--- config.mk ---
export PLATFORM = sky130hd
export DESIGN_NAME = id_ex_stage_reg_flat
export DESIGN_NICKNAME = d
export VERILOG_FILES = /design/src/rtl/id_ex_stage_reg_pkg.sv /design/src/rtl/id_ex_stage_reg_if.sv /design/src/rtl/id_ex_stage_reg_status_reg.sv /design/src/rtl/id_ex_stage_reg.sv /design/src/flat_wrapper.sv
export SDC_FILE = /design/constraint.sdc
export NUM_CORES = 1
export LEC_CHECK = 0
export CAP_MARGIN = 10
export CORE_ASPECT_RATIO = 1.25
export CORE_UTILIZATION = 40
export CTS_CLUSTER_SIZE = 12
export DETAILED_ROUTE_END_ITERATION = 16
export PLACE_DENSITY = 0.76
export SLEW_MARGIN = 20
export SYNTH_ARGS = -nofsm -noshare
export SYNTH_HDL_FRONTEND = slang
export SYNTH_HIERARCHICAL = 1
export SYNTH_SLANG_ARGS = --single-unit
--- constraint.sdc ---
create_clock -name clk -period 3 [get_ports clk]
set_input_delay 0.6 -clock clk [delete_from_list [all_inputs] [get_ports clk]]
set_output_delay 0.6 -clock clk [all_outputs]
set_load 0.05 [all_outputs]
--- src/rtl/id_ex_stage_reg_pkg.sv ---
// -----------------------------------------------------------------------------
// id_ex_stage_reg_pkg
// Shared definitions for the Decode -> Execute boundary:
//   - default field widths (operand/PC, register index, shifter operand)
//   - NZCV bit positions inside the status register
//   - 4-bit condition-field encodings and ALU opcode constants
//   - decode_bundle_t: the decoded-instruction record that Decode produces
//     and the ID/EX register holds
//   - ctl_gate(): squashes side-effect controls of bubbles / failed conditions
// -----------------------------------------------------------------------------
package id_ex_stage_reg_pkg;

  localparam int DEF_DATA_W  = 32;
  localparam int DEF_REG_W   = 4;
  localparam int DEF_SHIFT_W = 12;

  // Bit positions inside sr = {N,Z,C,V}
  localparam int SR_N = 3;
  localparam int SR_Z = 2;
  localparam int SR_C = 1;
  localparam int SR_V = 0;

  typedef enum logic [3:0] {
    COND_EQ = 4'h0, COND_NE = 4'h1, COND_CS = 4'h2, COND_CC = 4'h3,
    COND_MI = 4'h4, COND_PL = 4'h5, COND_VS = 4'h6, COND_VC = 4'h7,
    COND_HI = 4'h8, COND_LS = 4'h9, COND_GE = 4'hA, COND_LT = 4'hB,
    COND_GT = 4'hC, COND_LE = 4'hD, COND_AL = 4'hE, COND_NV = 4'hF
  } cond_e;

  localparam logic [3:0] OP_AND = 4'h0;
  localparam logic [3:0] OP_EOR = 4'h1;
  localparam logic [3:0] OP_SUB = 4'h2;
  localparam logic [3:0] OP_RSB = 4'h3;
  localparam logic [3:0] OP_ADD = 4'h4;
  localparam logic [3:0] OP_ADC = 4'h5;
  localparam logic [3:0] OP_SBC = 4'h6;
  localparam logic [3:0] OP_RSC = 4'h7;
  localparam logic [3:0] OP_TST = 4'h8;
  localparam logic [3:0] OP_TEQ = 4'h9;
  localparam logic [3:0] OP_CMP = 4'hA;
  localparam logic [3:0] OP_CMN = 4'hB;
  localparam logic [3:0] OP_ORR = 4'hC;
  localparam logic [3:0] OP_MOV = 4'hD;
  localparam logic [3:0] OP_BIC = 4'hE;
  localparam logic [3:0] OP_MVN = 4'hF;

  // Decoded instruction: control bits first, then datapath fields.
  typedef struct packed {
    logic [3:0]             cond;
    logic [3:0]             opcode;
    logic                   s;
    logic                   wb_en;
    logic                   mem_r;
    logic                   mem_w;
    logic                   b;
    logic                   imm;
    logic [DEF_SHIFT_W-1:0] shift_op;
    logic [23:0]            imm24;
    logic [DEF_DATA_W-1:0]  val_rn;
    logic [DEF_DATA_W-1:0]  val_rm;
    logic [DEF_REG_W-1:0]   dest;
    logic [DEF_DATA_W-1:0]  pc;
  } decode_bundle_t;

  // A side-effect control only fires for a real instruction whose
  // condition passed.
  function automatic logic [3:0] ctl_gate(input logic [3:0] raw,
                                          input logic       valid,
                                          input logic       check);
    return raw & {4{valid & check}};
  endfunction

endpackage

--- src/rtl/id_ex_stage_reg_if.sv ---
// -----------------------------------------------------------------------------
// id_ex_stage_reg_if
// Bundle of all Decode-side inputs, the condition-check / ALU feedback, and
// the Execute-side outputs of the ID/EX pipeline register.
//   master : Decode + hazard/branch control + condition check + ALU side
//            (drives stall, flush, id_*, check, alu_sr; observes ex_*, sr)
//   slave  : the ID/EX stage register itself
// Parameters: DATA_W (operands/PC), REG_W (register index), SHIFT_W (shifter
// operand). Defaults match the shared decode_bundle_t widths.
// -----------------------------------------------------------------------------
interface id_ex_stage_reg_if #(
  parameter int DATA_W  = id_ex_stage_reg_pkg::DEF_DATA_W,
  parameter int REG_W   = id_ex_stage_reg_pkg::DEF_REG_W,
  parameter int SHIFT_W = id_ex_stage_reg_pkg::DEF_SHIFT_W
);

  // Pipeline control
  logic               stall;
  logic               flush;

  // Decode side
  logic               id_valid;
  logic [DATA_W-1:0]  id_pc;
  logic [3:0]         id_cond;
  logic [3:0]         id_opcode;
  logic               id_s;
  logic               id_wb_en;
  logic               id_mem_r;
  logic               id_mem_w;
  logic               id_b;
  logic               id_imm;
  logic [SHIFT_W-1:0] id_shift_op;
  logic [23:0]        id_imm24;
  logic [DATA_W-1:0]  id_val_rn;
  logic [DATA_W-1:0]  id_val_rm;
  logic [REG_W-1:0]   id_dest;

  // Feedback from condition check and ALU
  logic               check;
  logic [3:0]         alu_sr;

  // Execute side
  logic [3:0]         ex_cond;
  logic [3:0]         sr;
  logic               ex_valid;
  logic [DATA_W-1:0]  ex_pc;
  logic [3:0]         ex_opcode;
  logic               ex_s;
  logic               ex_imm;
  logic [SHIFT_W-1:0] ex_shift_op;
  logic [23:0]        ex_imm24;
  logic [DATA_W-1:0]  ex_val_rn;
  logic [DATA_W-1:0]  ex_val_rm;
  logic [REG_W-1:0]   ex_dest;
  logic               ex_wb_en;
  logic               ex_mem_r;
  logic               ex_mem_w;
  logic               ex_b;
  logic               ex_carry;

  modport master (
    output stall, flush,
    output id_valid, id_pc, id_cond, id_opcode, id_s, id_wb_en, id_mem_r,
           id_mem_w, id_b, id_imm, id_shift_op, id_imm24, id_val_rn,
           id_val_rm, id_dest,
    output check, alu_sr,
    input  ex_cond, sr, ex_valid, ex_pc, ex_opcode, ex_s, ex_imm,
           ex_shift_op, ex_imm24, ex_val_rn, ex_val_rm, ex_dest,
           ex_wb_en, ex_mem_r, ex_mem_w, ex_b, ex_carry
  );

  modport slave (
    input  stall, flush,
    input  id_valid, id_pc, id_cond, id_opcode, id_s, id_wb_en, id_mem_r,
           id_mem_w, id_b, id_imm, id_shift_op, id_imm24, id_val_rn,
           id_val_rm, id_dest,
    input  check, alu_sr,
    output ex_cond, sr, ex_valid, ex_pc, ex_opcode, ex_s, ex_imm,
           ex_shift_op, ex_imm24, ex_val_rn, ex_val_rm, ex_dest,
           ex_wb_en, ex_mem_r, ex_mem_w, ex_b, ex_carry
  );

endinterface

--- src/rtl/id_ex_stage_reg_status_reg.sv ---
// -----------------------------------------------------------------------------
// status_reg
// Architectural NZCV status register.
// Ports:
//   clk, rst_n  : clock, asynchronous active-low reset (clears to 0000)
//   i_ex_valid  : EX holds a real instruction
//   i_ex_s      : EX instruction requests a flag update
//   i_check     : EX instruction's condition passed
//   i_stall     : EX is being held this cycle
//   i_alu_sr    : NZCV produced by the ALU for the EX instruction
//   o_sr        : current {N,Z,C,V}
// -----------------------------------------------------------------------------
module status_reg (
  input  logic       clk,
  input  logic       rst_n,
  input  logic       i_ex_valid,
  input  logic       i_ex_s,
  input  logic       i_check,
  input  logic       i_stall,
  input  logic [3:0] i_alu_sr,
  output logic [3:0] o_sr
);

  logic [3:0] r_sr;
  logic       w_upd_en;

  // A stalled instruction stays in EX for another cycle, so committing its
  // flags now would write them twice. Flush is deliberately absent: it
  // only affects what enters EX, while the departing instruction commits.
  assign w_upd_en = i_ex_valid & i_ex_s & i_check & ~i_stall;

  always_ff @(posedge clk or negedge rst_n) begin
    if (!rst_n) begin
      r_sr <= 4'b0000;
    end else if (w_upd_en) begin
      r_sr <= i_alu_sr;
    end
  end

  assign o_sr = r_sr;

endmodule

--- src/rtl/id_ex_stage_reg.sv ---
// -----------------------------------------------------------------------------
// id_ex_stage_reg
// Decode -> Execute pipeline register with the NZCV status register.
// Ports:
//   clk    : clock, rising-edge
//   rst_n  : asynchronous active-low reset; clears every field and sr
//   bus    : id_ex_stage_reg_if.slave
//            in : stall, flush, id_* decoded fields, check, alu_sr
//            out: ex_* registered fields, sr, ex_carry, and the effective
//                 controls ex_wb_en/ex_mem_r/ex_mem_w/ex_b which are gated
//                 by ex_valid and check
// Update priority on each edge: flush (load all-zero bubble) > stall (hold)
// > load from Decode.
// -----------------------------------------------------------------------------
module id_ex_stage_reg
  import id_ex_stage_reg_pkg::*;
(
  input logic              clk,
  input logic              rst_n,
  id_ex_stage_reg_if.slave bus
);

  decode_bundle_t r_ex;
  decode_bundle_t w_id;
  decode_bundle_t w_ex_next;
  logic           r_ex_valid;
  logic           w_ex_valid_next;
  logic [3:0]     w_sr;
  logic [3:0]     w_ctl_eff;

  always_comb begin
    w_id          = '0;
    w_id.cond     = bus.id_cond;
    w_id.opcode   = bus.id_opcode;
    w_id.s        = bus.id_s;
    w_id.wb_en    = bus.id_wb_en;
    w_id.mem_r    = bus.id_mem_r;
    w_id.mem_w    = bus.id_mem_w;
    w_id.b        = bus.id_b;
    w_id.imm      = bus.id_imm;
    w_id.shift_op = bus.id_shift_op;
    w_id.imm24    = bus.id_imm24;
    w_id.val_rn   = bus.id_val_rn;
    w_id.val_rm   = bus.id_val_rm;
    w_id.dest     = bus.id_dest;
    w_id.pc       = bus.id_pc;
  end

  // A bubble is all-zero (including cond) so nothing stale leaks into EX.
  // An id_valid=0 load still captures the fields; ex_valid keeps them inert.
  always_comb begin
    w_ex_next       = r_ex;
    w_ex_valid_next = r_ex_valid;
    if (bus.flush) begin
      w_ex_next       = '0;
      w_ex_valid_next = 1'b0;
    end else if (!bus.stall) begin
      w_ex_next       = w_id;
      w_ex_valid_next = bus.id_valid;
    end
  end

  always_ff @(posedge clk or negedge rst_n) begin
    if (!rst_n) begin
      r_ex       <= '0;
      r_ex_valid <= 1'b0;
    end else begin
      r_ex       <= w_ex_next;
      r_ex_valid <= w_ex_valid_next;
    end
  end

  status_reg u_status_reg (
    .clk        (clk),
    .rst_n      (rst_n),
    .i_ex_valid (r_ex_valid),
    .i_ex_s     (r_ex.s),
    .i_check    (bus.check),
    .i_stall    (bus.stall),
    .i_alu_sr   (bus.alu_sr),
    .o_sr       (w_sr)
  );

  // Effective controls are combinational so a late check result squashes
  // writeback / memory / branch within the same cycle.
  assign w_ctl_eff = ctl_gate({r_ex.wb_en, r_ex.mem_r, r_ex.mem_w, r_ex.b},
                              r_ex_valid, bus.check);

  assign bus.ex_wb_en    = w_ctl_eff[3];
  assign bus.ex_mem_r    = w_ctl_eff[2];
  assign bus.ex_mem_w    = w_ctl_eff[1];
  assign bus.ex_b        = w_ctl_eff[0];

  assign bus.ex_valid    = r_ex_valid;
  assign bus.ex_cond     = r_ex.cond;
  assign bus.ex_opcode   = r_ex.opcode;
  assign bus.ex_s        = r_ex.s;
  assign bus.ex_imm      = r_ex.imm;
  assign bus.ex_shift_op = r_ex.shift_op;
  assign bus.ex_imm24    = r_ex.imm24;
  assign bus.ex_val_rn   = r_ex.val_rn;
  assign bus.ex_val_rm   = r_ex.val_rm;
  assign bus.ex_dest     = r_ex.dest;
  assign bus.ex_pc       = r_ex.pc;

  assign bus.sr          = w_sr;
  assign bus.ex_carry    = w_sr[SR_C];

endmodule

--- src/flat_wrapper.sv ---
// flat-port wrapper written by rule: the top's interface ports become plain ports
module id_ex_stage_reg_flat import id_ex_stage_reg_pkg::*;
  (clk, rst_n, bus_stall, bus_flush, bus_id_valid, bus_id_pc, bus_id_cond, bus_id_opcode, bus_id_s, bus_id_wb_en, bus_id_mem_r, bus_id_mem_w, bus_id_b, bus_id_imm, bus_id_shift_op, bus_id_imm24, bus_id_val_rn, bus_id_val_rm, bus_id_dest, bus_check, bus_alu_sr, bus_ex_cond, bus_sr, bus_ex_valid, bus_ex_pc, bus_ex_opcode, bus_ex_s, bus_ex_imm, bus_ex_shift_op, bus_ex_imm24, bus_ex_val_rn, bus_ex_val_rm, bus_ex_dest, bus_ex_wb_en, bus_ex_mem_r, bus_ex_mem_w, bus_ex_b, bus_ex_carry);
  id_ex_stage_reg_if bus_i ();
  input logic clk;
  input logic rst_n;
  input wire logic [$bits(bus_i.stall)-1:0] bus_stall;
  input wire logic [$bits(bus_i.flush)-1:0] bus_flush;
  input wire logic [$bits(bus_i.id_valid)-1:0] bus_id_valid;
  input wire logic [$bits(bus_i.id_pc)-1:0] bus_id_pc;
  input wire logic [$bits(bus_i.id_cond)-1:0] bus_id_cond;
  input wire logic [$bits(bus_i.id_opcode)-1:0] bus_id_opcode;
  input wire logic [$bits(bus_i.id_s)-1:0] bus_id_s;
  input wire logic [$bits(bus_i.id_wb_en)-1:0] bus_id_wb_en;
  input wire logic [$bits(bus_i.id_mem_r)-1:0] bus_id_mem_r;
  input wire logic [$bits(bus_i.id_mem_w)-1:0] bus_id_mem_w;
  input wire logic [$bits(bus_i.id_b)-1:0] bus_id_b;
  input wire logic [$bits(bus_i.id_imm)-1:0] bus_id_imm;
  input wire logic [$bits(bus_i.id_shift_op)-1:0] bus_id_shift_op;
  input wire logic [$bits(bus_i.id_imm24)-1:0] bus_id_imm24;
  input wire logic [$bits(bus_i.id_val_rn)-1:0] bus_id_val_rn;
  input wire logic [$bits(bus_i.id_val_rm)-1:0] bus_id_val_rm;
  input wire logic [$bits(bus_i.id_dest)-1:0] bus_id_dest;
  input wire logic [$bits(bus_i.check)-1:0] bus_check;
  input wire logic [$bits(bus_i.alu_sr)-1:0] bus_alu_sr;
  output wire logic [$bits(bus_i.ex_cond)-1:0] bus_ex_cond;
  output wire logic [$bits(bus_i.sr)-1:0] bus_sr;
  output wire logic [$bits(bus_i.ex_valid)-1:0] bus_ex_valid;
  output wire logic [$bits(bus_i.ex_pc)-1:0] bus_ex_pc;
  output wire logic [$bits(bus_i.ex_opcode)-1:0] bus_ex_opcode;
  output wire logic [$bits(bus_i.ex_s)-1:0] bus_ex_s;
  output wire logic [$bits(bus_i.ex_imm)-1:0] bus_ex_imm;
  output wire logic [$bits(bus_i.ex_shift_op)-1:0] bus_ex_shift_op;
  output wire logic [$bits(bus_i.ex_imm24)-1:0] bus_ex_imm24;
  output wire logic [$bits(bus_i.ex_val_rn)-1:0] bus_ex_val_rn;
  output wire logic [$bits(bus_i.ex_val_rm)-1:0] bus_ex_val_rm;
  output wire logic [$bits(bus_i.ex_dest)-1:0] bus_ex_dest;
  output wire logic [$bits(bus_i.ex_wb_en)-1:0] bus_ex_wb_en;
  output wire logic [$bits(bus_i.ex_mem_r)-1:0] bus_ex_mem_r;
  output wire logic [$bits(bus_i.ex_mem_w)-1:0] bus_ex_mem_w;
  output wire logic [$bits(bus_i.ex_b)-1:0] bus_ex_b;
  output wire logic [$bits(bus_i.ex_carry)-1:0] bus_ex_carry;
  assign bus_i.stall = bus_stall;
  assign bus_i.flush = bus_flush;
  assign bus_i.id_valid = bus_id_valid;
  assign bus_i.id_pc = bus_id_pc;
  assign bus_i.id_cond = bus_id_cond;
  assign bus_i.id_opcode = bus_id_opcode;
  assign bus_i.id_s = bus_id_s;
  assign bus_i.id_wb_en = bus_id_wb_en;
  assign bus_i.id_mem_r = bus_id_mem_r;
  assign bus_i.id_mem_w = bus_id_mem_w;
  assign bus_i.id_b = bus_id_b;
  assign bus_i.id_imm = bus_id_imm;
  assign bus_i.id_shift_op = bus_id_shift_op;
  assign bus_i.id_imm24 = bus_id_imm24;
  assign bus_i.id_val_rn = bus_id_val_rn;
  assign bus_i.id_val_rm = bus_id_val_rm;
  assign bus_i.id_dest = bus_id_dest;
  assign bus_i.check = bus_check;
  assign bus_i.alu_sr = bus_alu_sr;
  assign bus_ex_cond = bus_i.ex_cond;
  assign bus_sr = bus_i.sr;
  assign bus_ex_valid = bus_i.ex_valid;
  assign bus_ex_pc = bus_i.ex_pc;
  assign bus_ex_opcode = bus_i.ex_opcode;
  assign bus_ex_s = bus_i.ex_s;
  assign bus_ex_imm = bus_i.ex_imm;
  assign bus_ex_shift_op = bus_i.ex_shift_op;
  assign bus_ex_imm24 = bus_i.ex_imm24;
  assign bus_ex_val_rn = bus_i.ex_val_rn;
  assign bus_ex_val_rm = bus_i.ex_val_rm;
  assign bus_ex_dest = bus_i.ex_dest;
  assign bus_ex_wb_en = bus_i.ex_wb_en;
  assign bus_ex_mem_r = bus_i.ex_mem_r;
  assign bus_ex_mem_w = bus_i.ex_mem_w;
  assign bus_ex_b = bus_i.ex_b;
  assign bus_ex_carry = bus_i.ex_carry;
  id_ex_stage_reg u_core (.clk(clk), .rst_n(rst_n), .bus(bus_i));
endmodule
## Yosys cells after proc, flatten, opt, wreduce, memory -nomap -nowiden

Cells that the tools add are included.

- Add/sub/neg operators: 0
- Multipliers: 0
- Div/mod/pow operators: 0
- Order comparisons: 0
- Equality and inequality tests: 1
- Shift operators: 0
- Multiplexer cells: 4
- Bitwise logic cells: 6
- Reduce and logical (&&, ||, !) cells: 0

Operators with widths:

| operator | count |
|---|---|
| 150-bit two-way mux | 2 |
| 1-bit bitwise AND | 4 |
| 4-bit bitwise AND | 1 |
| 1-bit two-way mux | 2 |
| 2-bit by 1-bit inequality test with 1-bit output, second input constant | 1 |
| 1-bit inverter | 1 |

- Bits in registers: 155
- Latch bits: 0
- RAM bits: 0
- Memory bits (read-only): 0
- Output and inout bits: 156
- Memories: 0

## Longest topological paths before layout

- Word-level depth: 3
- Mapped depth: 5
- Mapped depth without buffers: 2

## By module

The synthesis kept the hierarchy.

By module, submodules not included:

| module | instances | cells an instance | area each (um2) | seq. area each (um2) |
|---|---|---|---|---|
| id_ex_stage_reg | 1 | 636 | 7,239.4 | 3,778.6 |
| status_reg | 1 | 9 | 168.9 | 100.1 |

## Least setup slack after synthesis

OpenSTA, ideal clock, no wires.

- Path kind: register to output
- From: register u_core.r_ex_valid, in the netlist u_core/bus.ex_valid
- To: output bus_ex_b
- Arrival: 1,259 ps
- Path slack: 1,141 ps
- Stages on the path, launching flop included: 2
- Cells stage by stage: dfrtp_1 -> and3_1

- Cells in the longest elaborated chain, start to end: 2

Ends and longest elaborated chain:

| what | RTL line | RTL |
|---|---|---|
| from (decl) | id_ex_stage_reg.sv:26 | `logic r_ex_valid;` |
| from (signal assigned) | id_ex_stage_reg.sv:69 | `r_ex_valid <= w_ex_valid_next;` |
| 1-bit bitwise AND | id_ex_stage_reg_pkg.sv:70 | `return raw & {4{valid & check}};` |
| 4-bit bitwise AND | id_ex_stage_reg_pkg.sv:70 |  |
| to (decl) | flat_wrapper.sv:41 | `output wire logic [$bits(bus_i.ex_b)-1:0] bus_ex_b;` |

Every way passes these cells.

## Final worst setup path

- From: register u_core.r_ex_valid, in the netlist u_core/bus.ex_valid
- To: output bus_ex_valid

RTL lines:

| what | RTL line | RTL |
|---|---|---|
| to (decl) | flat_wrapper.sv:28 | `output wire logic [$bits(bus_i.ex_valid)-1:0] bus_ex_valid;` |

No word-level cell between the ends.

==> impl_metrics.env <==
export IMPL_final_area_mm2=0.0102
export IMPL_drc=0
export IMPL_first_global_vias=4891
export IMPL_clkSlewWorstSetupHoldPaths_ns=0.06
export IMPL_place_gp_congestion=0.753
export IMPL_clock_latency_ns=0.41
export IMPL_status="finished clean"
export IMPL_wire_per_inst_um=16.0
export IMPL_synth_distinct_cells=11
export IMPL_drive_gt1_share_pct=6.45
export IMPL_cp_arrival_ns=1.76
export IMPL_track_usage_pct=17.7
export IMPL_powerDensity_mw_per_mm2=569
export IMPL_first_pass_iters=4
export IMPL_peakVddDrop_mv=0.305
export IMPL_setup_ws_ns=0.637
export IMPL_synth_top_area_share_pct=52.4
export IMPL_period_needed_ns=2.36
export IMPL_wl_um=16800
export IMPL_first_iter_violations=224
export IMPL_setup_viol=0
export IMPL_syn_num_nets=805
export IMPL_setup_worst_path_class="reg -> out"
export IMPL_cts_tree="done"
export IMPL_grt_pass1_wl_um=25600
export IMPL_cts_root_buf="clkbuf_16"
export IMPL_avgSynthCellArea_um2=11.5
export IMPL_io_buffers=315
export IMPL_yosys_top_cells_area="dfrtp_1 52%, mux2i_1 20%, buf_4 15%"
export IMPL_rsz0062_at_grt="false"
export IMPL_synth_edff_count=0
export IMPL_power_total_mw=5.83
export IMPL_ys_seq_elements=155
export IMPL_crit_buf_inv=1
export IMPL_cts_made_buffers=17
export IMPL_syn_inst=645
export IMPL_synth_sequential_area_ratio_pct=52.4
export IMPL_worst_pin_slew_ns=0.714
export IMPL_cts_resized=0
export IMPL_critPathCaptureType="primary output"
export IMPL_vias=4793
export IMPL_p_leak_nw=4.88
export IMPL_vias_per_cell=4.56
export IMPL_place_ws_ns=0.793
export IMPL_die_h_um=154
export IMPL_antenna_found_initial=0
export IMPL_placedInstanceArea_mm2=0.00962
export IMPL_hold_viol_final=0
export IMPL_cap_violations=0
export IMPL_htree_levels=4
export IMPL_core_area_mm2=0.0181
export IMPL_cp_max_fo=7
export IMPL_cts_sinks=155
export IMPL_synth_area_leader_cell="dfrtp_1"
export IMPL_worstPathCellList="clkdlybuf4s50_1"
export IMPL_grt_overflow_total=0
export IMPL_ctsLongestPathBuffers=2
export IMPL_initial_utilization_pct=40.9
export IMPL_num_antenna_cells=0
export IMPL_row_count=55
export IMPL_clock_skew_final_ns=0.00389
export IMPL_hold_class="in -> async"
export IMPL_grt_max_degree=152
export IMPL_timing_fmax_ghz=0.423
export IMPL_io_pins=316
export IMPL_cp_slowest_stage_delay_ns=0.86
export IMPL_dp_hpwl_um=11700
export IMPL_timing_hold_ws_ns=0.213
export IMPL_crit_slowest_cell="clkdlybuf4s50_1"
export IMPL_antenna_left=0
export IMPL_die_w_um=124
export IMPL_postCtsSetupBuffers=0
export IMPL_mappedNetlistArea_mm2=0.00741
export IMPL_synthArstFlopShare_pct=100
export IMPL_area_delta_synth_final_pct=38.3
export IMPL_synth_warnings=6
export IMPL_start_kind="flip-flop"
export IMPL_floorplan_die_area_mm2=0.0191
export IMPL_yosysMostFrequentCell="dfrtp_1"
export IMPL_maxSlewHeadroom_pct=52.4
export IMPL_synth_ff_type="dfrtp_1"
export IMPL_nets=972
export IMPL_netlist_top_cells_count="155 x dfrtp_1, 152 x buf_4, 151 x mux2i_1, 151 x nor2_1, 12 x clkbuf_1"
export IMPL_tns_ns=0
export IMPL_cp_required_ns=2.40
export IMPL_hold_buffers=0
export IMPL_critPathTopFamily="buffers and inverters"
export IMPL_period_share_pct=78.8
export IMPL_drv_slew=0
==> cells by family after synthesis <==
group / Yosys count / share of synthesized area (%)
and+or+nand+nor: 156 / 8.31
muxes: 155 / 21.0
buffers and inverters: 179 / 18.3
DFF: 155 / 52.4
==> final timing paths <==
| path | from | endpoint | slack, ns | cells after the start |
|---|---|---|---|---|
| min in group clk | u_core/u_status_reg/o_sr[0] | u_core/u_status_reg/o_sr[0] | 0.51 | 1 |
| hold / removal | rst_n | u_core/bus.ex_val_rm[26] | 0.21 | 1 |
| setup / recovery | u_core/bus.ex_valid | bus_ex_valid | 0.64 | 1 |
| hold reg to reg | u_core/u_status_reg/o_sr[0] | u_core/u_status_reg/o_sr[0] | 0.51 | 1 |
| max in group asynchronous | rst_n | u_core/bus.ex_imm24[3] | 2.04 | 2 |
| setup reg to reg | u_core/bus.ex_valid | u_core/u_status_reg/o_sr[2] | 1.87 | 2 |
==> final cells by class <==
class / instances / area [µm²]
fillers: 1539 / 7850
flip-flops and latches: 155 / 3880
repair buffers: 327 / 3290
multi-input cells: 311 / 2170
clock buffers: 17 / 425
well taps: 228 / 285
clock inverters: 12 / 200
==> placed cells by master (no fill, tap or decap) <==
cell             instances
nor2_1                 151
clkbuf_8                 1
clkdlybuf4s50_1        308
buf_6                    1
clkinv_4                 4
mux2i_1                151
clkbuf_16               17
nand4b_4                 1
and3_1                   4
dfrtp_1                155
clkinv_2                 3
bufinv_16                5
buf_4                   13
mux2_2                   4
buf_12                   4
==> state kept, by name, indices dropped and copies added, names as in the netlist <==
register,cells
u_core/bus.ex_cond,4
u_core/bus.ex_dest,4
u_core/bus.ex_imm,1
u_core/bus.ex_imm24,24
u_core/bus.ex_opcode,4
u_core/bus.ex_pc,32
u_core/bus.ex_s,1
u_core/bus.ex_shift_op,12
u_core/bus.ex_val_rm,32
u_core/bus.ex_val_rn,32
u_core/bus.ex_valid,1
u_core/r_ex,4
u_core/u_status_reg/o_sr,4
==> power by group <==
| group | total (mW) | switching [mW] | internal [mW] |
|---|---|---|---|
| logic | 1.25 | 0.728 | 0.519 |
| clock network | 2.31 | 0.843 | 1.46 |
| registers | 2.28 | 0.0662 | 2.21 |
| total | 5.83 | 1.64 | 4.20 |
==> through the flow <==
step | std cells | utilization (%)
finish | 1050 | 56.6
global route | 1050 | 56.6
CTS | 1050 | 56.6
detailed placement | 1021 | 53.2
global placement | 1021 | 53.2
floorplan | 645 | -
==> routing by layer <==
layer | vias to the layer above | wire length, µm | GRT usage (%)
li1 | 2283 | - | -
met1 | 2283 | 6330 | 19.6
met2 | 202 | 8530 | 30.2
met3 | 25 | 1550 | 5.79
met4 | 0 | 419 | 8.03
met5 | - | 0 | 0
Note: power is estimated with default switching activity, not from simulation.
